## src/rtl/mips_defs.sv

```systemverilog
// Shared MIPS decode constants: opcode/funct values, instruction field slices,
// the A3 destination-select encoding and the Tnew/Tuse widths.
package mips_defs;
  localparam int TW = 2;
  localparam int RW = 5;

  localparam int OP_HI   = 31;
  localparam int OP_LO   = 26;
  localparam int RS_HI   = 25;
  localparam int RS_LO   = 21;
  localparam int RT_HI   = 20;
  localparam int RT_LO   = 16;
  localparam int RD_HI   = 15;
  localparam int RD_LO   = 11;
  localparam int FUNC_HI = 5;
  localparam int FUNC_LO = 0;

  localparam logic [5:0] OP_RTYPE = 6'h00;
  localparam logic [5:0] OP_J     = 6'h02;
  localparam logic [5:0] OP_JAL   = 6'h03;
  localparam logic [5:0] OP_BEQ   = 6'h04;
  localparam logic [5:0] OP_ADDIU = 6'h09;
  localparam logic [5:0] OP_ORI   = 6'h0d;
  localparam logic [5:0] OP_LUI   = 6'h0f;
  localparam logic [5:0] OP_LW    = 6'h23;
  localparam logic [5:0] OP_SW    = 6'h2b;

  localparam logic [5:0] FN_SLL   = 6'h00;
  localparam logic [5:0] FN_JR    = 6'h08;
  localparam logic [5:0] FN_MFHI  = 6'h10;
  localparam logic [5:0] FN_MTHI  = 6'h11;
  localparam logic [5:0] FN_MFLO  = 6'h12;
  localparam logic [5:0] FN_MTLO  = 6'h13;
  localparam logic [5:0] FN_MULT  = 6'h18;
  localparam logic [5:0] FN_MULTU = 6'h19;
  localparam logic [5:0] FN_DIV   = 6'h1a;
  localparam logic [5:0] FN_DIVU  = 6'h1b;
  localparam logic [5:0] FN_ADDU  = 6'h21;
  localparam logic [5:0] FN_SUBU  = 6'h23;
  localparam logic [5:0] FN_AND   = 6'h24;
  localparam logic [5:0] FN_OR    = 6'h25;
  localparam logic [5:0] FN_SLT   = 6'h2a;

  typedef enum logic [1:0] {
    A3_RD = 2'b00,
    A3_RT = 2'b01,
    A3_RS = 2'b10,
    A3_RA = 2'b11
  } a3sel_t;

  localparam logic [RW-1:0] REG_ZERO  = 5'd0;
  localparam logic [RW-1:0] REG_RA    = 5'd31;
  localparam logic [TW-1:0] TUSE_NONE = 2'd3;
endpackage

```

## src/rtl/stall_ctrl_hazard_decode.sv

```systemverilog
// Combinational decode of the D-stage instruction into operand-use times,
// result-ready time, destination register and mult/div class flags.
module hazard_decode
  import mips_defs::*;
(
  input  logic [31:0]   ir,
  output logic [TW-1:0] tuse_rs,
  output logic [TW-1:0] tuse_rt,
  output logic [TW-1:0] tnew,
  output logic [RW-1:0] a3,
  output logic          is_md,
  output logic          is_md_start,
  output logic          is_div
);
  logic [5:0] w_op;
  logic [5:0] w_func;
  logic       w_we;
  a3sel_t     w_a3sel;
  logic       w_unused_shamt;

  assign w_op           = ir[OP_HI:OP_LO];
  assign w_func         = ir[FUNC_HI:FUNC_LO];
  assign w_unused_shamt = ^ir[10:6];

  // Instruction class table; anything unrecognised neither reads nor writes.
  always_comb begin
    tuse_rs     = TUSE_NONE;
    tuse_rt     = TUSE_NONE;
    tnew        = 2'd0;
    w_we        = 1'b0;
    w_a3sel     = A3_RD;
    is_md       = 1'b0;
    is_md_start = 1'b0;
    is_div      = 1'b0;
    case (w_op)
      OP_RTYPE: begin
        case (w_func)
          FN_ADDU, FN_SUBU, FN_AND, FN_OR, FN_SLT: begin
            tuse_rs = 2'd1; tuse_rt = 2'd1; tnew = 2'd1; w_we = 1'b1;
          end
          FN_SLL: begin
            tuse_rt = 2'd1; tnew = 2'd1; w_we = 1'b1;
          end
          FN_JR: tuse_rs = 2'd0;
          FN_MULT, FN_MULTU: begin
            tuse_rs = 2'd1; tuse_rt = 2'd1; is_md = 1'b1; is_md_start = 1'b1;
          end
          FN_DIV, FN_DIVU: begin
            tuse_rs = 2'd1; tuse_rt = 2'd1; is_md = 1'b1; is_md_start = 1'b1;
            is_div  = 1'b1;
          end
          FN_MTHI, FN_MTLO: begin
            tuse_rs = 2'd1; is_md = 1'b1;
          end
          FN_MFHI, FN_MFLO: begin
            tnew = 2'd1; w_we = 1'b1; is_md = 1'b1;
          end
          default: ;
        endcase
      end
      OP_ORI, OP_ADDIU, OP_LUI: begin
        tuse_rs = 2'd1; tnew = 2'd1; w_we = 1'b1; w_a3sel = A3_RT;
      end
      OP_LW: begin
        tuse_rs = 2'd1; tnew = 2'd2; w_we = 1'b1; w_a3sel = A3_RT;
      end
      OP_SW: begin
        tuse_rs = 2'd1; tuse_rt = 2'd2;
      end
      OP_BEQ: begin
        tuse_rs = 2'd0; tuse_rt = 2'd0;
      end
      OP_JAL: begin
        w_we = 1'b1; w_a3sel = A3_RA;
      end
      OP_J:    ;
      default: ;
    endcase
  end

  // Destination mux; non-writers report $0 so they can never match a source.
  always_comb begin
    a3 = REG_ZERO;
    case (w_a3sel)
      A3_RD:   a3 = ir[RD_HI:RD_LO];
      A3_RT:   a3 = ir[RT_HI:RT_LO];
      A3_RS:   a3 = ir[RS_HI:RS_LO];
      A3_RA:   a3 = REG_RA;
      default: a3 = REG_ZERO;
    endcase
    a3 = w_we ? a3 : REG_ZERO;
  end
endmodule

```

## src/rtl/stall_ctrl.sv

```systemverilog
// Pipeline hazard/stall controller: tracks E/M producer timing and the
// mult/div busy counter, and holds the front end when an operand is late.
module stall_ctrl
  import mips_defs::*;
#(
  parameter int MULT_CYCLES = 5,
  parameter int DIV_CYCLES  = 10,
  parameter int CNT_W       = 4
) (
  input  logic        clk,
  input  logic        reset,
  input  logic [31:0] IR_D,
  output logic        stall,
  output logic        flush_E,
  output logic        md_busy,
  output logic        md_start
);
  localparam logic [CNT_W-1:0] L_MULT = CNT_W'(MULT_CYCLES);
  localparam logic [CNT_W-1:0] L_DIV  = CNT_W'(DIV_CYCLES);

  logic [TW-1:0]    w_tuse_rs, w_tuse_rt, w_tnew_d;
  logic [RW-1:0]    w_a3_d, w_rs, w_rt;
  logic             w_is_md, w_is_md_start, w_is_div;
  logic             w_stall_data, w_stall_md;
  logic [TW-1:0]    r_tnew_e, r_tnew_m;
  logic [RW-1:0]    r_a3_e, r_a3_m;
  logic [CNT_W-1:0] r_cnt;

  hazard_decode u_decode (
    .ir          (IR_D),
    .tuse_rs     (w_tuse_rs),
    .tuse_rt     (w_tuse_rt),
    .tnew        (w_tnew_d),
    .a3          (w_a3_d),
    .is_md       (w_is_md),
    .is_md_start (w_is_md_start),
    .is_div      (w_is_div)
  );

  function automatic logic dep_hit(input logic [RW-1:0] src, input logic [TW-1:0] tuse,
                                   input logic [RW-1:0] a3x, input logic [TW-1:0] tnewx);
    return (src != REG_ZERO) && (src == a3x) && (tuse < tnewx);
  endfunction

  assign w_rs = IR_D[RS_HI:RS_LO];
  assign w_rt = IR_D[RT_HI:RT_LO];

  assign w_stall_data = dep_hit(w_rs, w_tuse_rs, r_a3_e, r_tnew_e)
                      | dep_hit(w_rs, w_tuse_rs, r_a3_m, r_tnew_m)
                      | dep_hit(w_rt, w_tuse_rt, r_a3_e, r_tnew_e)
                      | dep_hit(w_rt, w_tuse_rt, r_a3_m, r_tnew_m);
  assign w_stall_md   = w_is_md & md_busy;

  assign stall    = (w_stall_data | w_stall_md) & ~reset;
  assign flush_E  = stall;
  assign md_busy  = (r_cnt != '0);
  assign md_start = w_is_md_start & ~stall & ~reset;

  // Shadow E/M timing pipeline and mult/div countdown; a stall injects a bubble into E.
  always_ff @(posedge clk) begin
    if (reset) begin
      r_tnew_e <= '0;
      r_a3_e   <= '0;
      r_tnew_m <= '0;
      r_a3_m   <= '0;
      r_cnt    <= '0;
    end else begin
      r_tnew_m <= (r_tnew_e == '0) ? '0 : r_tnew_e - TW'(1);
      r_a3_m   <= r_a3_e;
      r_tnew_e <= stall ? '0 : w_tnew_d;
      r_a3_e   <= stall ? '0 : w_a3_d;
      if (md_start) begin
        r_cnt <= w_is_div ? L_DIV : L_MULT;
      end else if (r_cnt != '0) begin
        r_cnt <= r_cnt - CNT_W'(1);
      end else begin
        r_cnt <= r_cnt;
      end
    end
  end
endmodule
```

## config.mk

```make
export PLATFORM = sky130hd
export DESIGN_NAME = stall_ctrl
export DESIGN_NICKNAME = d
export VERILOG_FILES = /design/src/rtl/mips_defs.sv /design/src/rtl/stall_ctrl_hazard_decode.sv /design/src/rtl/stall_ctrl.sv
export SDC_FILE = /design/constraint.sdc
export NUM_CORES = 1
export LEC_CHECK = 0
export ABC_AREA = 1
export CAP_MARGIN = 0
export CORE_ASPECT_RATIO = 1.25
export CORE_MARGIN = 2
export CORE_UTILIZATION = 50
export DETAILED_ROUTE_END_ITERATION = 7
export PLACE_DENSITY_LB_ADDON = 0.08
export SYNTH_ARGS = -nofsm -noshare
export SYNTH_HDL_FRONTEND = slang
export SYNTH_SLANG_ARGS = --single-unit
export TNS_END_PERCENT = 30
```

## constraint.sdc

```tcl
create_clock -name clk -period 2.7 [get_ports clk]
set_input_delay 0.27 -clock clk [delete_from_list [all_inputs] [get_ports clk]]
set_output_delay 0.27 -clock clk [all_outputs]
set_load 0.01 [all_outputs]
```

==> flow_summary.yaml <==
clock_network:
  clock-sinks: 18
  cts-root-buf: "clkbuf_4"
  clockBufferDepth: 2
  numCtsBuffers: 3
  clk_pin_slew_ns: 0.10
  ctsHoldBuffers: 0
  tritoncts: "yes"
  htreeDepth: 1
  insertion_delay_ns: 0.30
placement:
  gp_congestion: 0.835
  dp_slack_ns: -0.677
  dpl.hpwl_um: 3080
  placed_cells: 349
  io_buffers: 32
finish:
  layoutNonFillerInstCount: 368
  drive_gt1_share_pct: 26.8
  area_growth_pct: 47.5
  diodes: 0
  layout.nets: 374
  fill_cells: 240
power:
  vdd_drop_max_mv: 0.428
  power_mw: 0.854
  p_per_area_nw_per_um2: 373
  leakage_nw: 1.15
die:
  core_um2: 2950
  die-area_um2: 3570
  die_w_um: 53.9
  rows: 22
  pin_count: 38
  dieHeight_um: 66.3
  initial_utilization_pct: 52.8
sta:
  timing.hold.ws_ns: 0.475
  max_slew_margin_pct: 82.2
  min_period_over_period_pct: 96.2
  tightest_slew_ns: 0.267
  slew_violations: 0
  period_needed_ns: 2.60
  finalSetupViolCount: 0
  timing.fmax_mhz: 385
  tns_ns: 0
  finalWorstSetupSlack_ns: 0.104
  hold_viol: 0
  fin_skew_ns: 0.00812
detailed_routing:
  first_pass_iters: 4
  route.vias.total: 1871
  via_per_inst: 5.08
  drcViolationCount: 0
  wl_per_cell_um: 11.5
  drt-total-wl_um: 4250
  drt_iter0_markers: 48
  antenna_left: 0
grt:
  grt_pass1_wl_um: 6520
  overflow: 0
  antenna_found_initial: 0
  grt_pass1_vias: 1685
  grt_max_degree: 11
  track_usage_pct: 24.4
synthesis:
  avgSynthCellArea_um2: 5.95
  synth_edf_count: 0
  synth_warnings: 0
  synth.distinct_cells: 26
  syn_nets: 302
  synth_area_um2: 1550
  ys_seq_area_share_pct: 23.2
  yosys_most_used_dff: "dfxtp_1"
  synthCells: 261
  ys_ff_latch: 18
  async_flop_share_pct: 0
outcome:
  status: "completed"
worst_hold_path:
  holdPathStages: 5
  hp-class: "in -> reg"
  hold_end: "r_tnew_e[1]"
  min_from: "IR_D[29]"
setup_path:
  arrival_ns: 2.33
  r2r_slack_ns: 0.60
  crit_type: "in -> out"
  cp.required_ns: 2.43
  worst_setup_path_end_kind: "primary output"
  worst_setup_path_start_kind: "input port"
  cpPeakStageDelay_ns: 0.26
  critical_path.max_fanout: 3
  critical_path.most_common_cell: "inv_1"
  critPathSlowestCell: "dlygate4sd2_1"
  reg2reg_from: "r_cnt[0]"
  r2r-end: "r_cnt[1]"
  path_cells: "dlygate4sd2_1 > nor2_4 > inv_1 > nor2_1 > nand2_1 > nand2_2 > o32ai_4 > buf_4 > ha_1 > nor3_1 > nand3_1 > a21oi_2 > inv_2 > nand4_4 > inv_1 > clkdlybuf4s15_2"
  r2r_cells: 16
run:
  drv_cap: 0
[power by group]
part           internal, mW  leakage (nW)  switching (mW)
Clock                0.0822        0.0210          0.0885
Sequential            0.291         0.146          0.0190
Combinational         0.174         0.979           0.200
Total                 0.547          1.15           0.308
[routing by layer]
metal / GRT usage (%) / vias up / part of all wire, % / routed length (µm)
met1: 25.0 / 855 / 40 / 1680
met3: 2.71 / 14 / 3.6 / 154
met4: 8.01 / 0 / 2.5 / 108
li1: - / 958 / - / -
met5: 0 / - / 0 / 0
met2: 48.0 / 44 / 54 / 2300
[cell usage after synthesis, types with 2 or more instances]
cell type,instances,share of area [%]
a21oi_1,5,1.6
a21oi_2,3,1.7
dfxtp_1,18,23
ha_1,7,5.6
inv_1,47,11
inv_2,2,0.48
nand2_1,75,18
nand2_2,5,2.0
nand3_1,14,4.5
nand3_2,2,1.3
nand4_1,5,2.0
nand4_2,2,1.6
nor2_1,40,9.7
nor2_2,3,1.2
nor2_4,5,3.6
nor3_1,7,2.3
o21ai_0,5,1.6
o21bai_1,2,0.97
o22ai_1,5,2.0
o31ai_1,2,0.97
xnor2_1,2,1.1
[cells by family after synthesis]
group,after synthesis,synth area share (%)
flip-flops,18,23.2
buffers and inverters,51,13.0
AO/OA/AOI/OAI,23,9.42
adder cells (fa/ha/maj),7,5.64
AND/OR/NAND/NOR,159,47.0
XOR/XNOR,3,1.69
[through the flow]
stage | instance area (µm²) | util (%)
CTS | 2230 | 75.6
global route | 2290 | 77.8
detailed placement | 2070 | 70.1
floorplan | 1550 | -
finish | 2290 | 77.8
global placement | 2070 | 70.1
[critical path, delay by kind of cell]
kind,cells,cell delay (ns)
buffers and inverters,6,0.82
adders and majority gates,1,0.17
and+or+nand+nor,7,0.77
AOI/OAI and AO/OA,2,0.29
[placed cells by master (no fill, tap or decap), types with 4 or more instances in the layout]
cell type | synthesis | final
inv_1 | 47 | 43
ha_1 | 7 | 5
nor2_4 | 5 | 7
nand3_1 | 14 | 14
dlygate4sd2_1 | 0 | 5
nor2_1 | 40 | 37
o22ai_1 | 5 | 5
nand2_2 | 5 | 8
clkdlybuf4s50_1 | 0 | 17
dfxtp_1 | 18 | 18
nor2_2 | 3 | 4
buf_4 | 1 | 36
a21oi_1 | 5 | 4
inv_2 | 2 | 6
nand4_1 | 5 | 5
a21oi_2 | 3 | 4
nand2_1 | 75 | 72
nor3_1 | 7 | 6
[worst max path at each step]
stage,start,depth (start not counted),to
global placement,IR_D[2],19,md_start
global route,IR_D[1],20,flush_E
finish,IR_D[31],16,md_start
CTS,IR_D[2],19,stall
detailed placement,IR_D[2],18,md_start
floorplan,IR_D[3],19,stall
[registers in the layout (all words and copies together) (netlist names)]
register / flops
r_a3_m: 5
r_tnew_m: 2
r_a3_e: 5
r_tnew_e: 2
r_cnt: 4
[layout make-up]
class	count	area (µm²)	share of cell area [%]
inverters	49	184	8.02
well taps	36	45.0	1.97
flip-flops and latches	18	360	15.7
repair buffers	69	577	25.2
multi-input cells	192	1090	47.5
clock buffers	4	36.3	1.58
[repair_timing]
action | in CTS | in global routing
resized for setup | 43 | 16
pin swaps | 21 | 14
endpoints found under the setup margin | 4 | 6
buffers inserted | 10 | 5
Power figures use the tool's default switching activity.
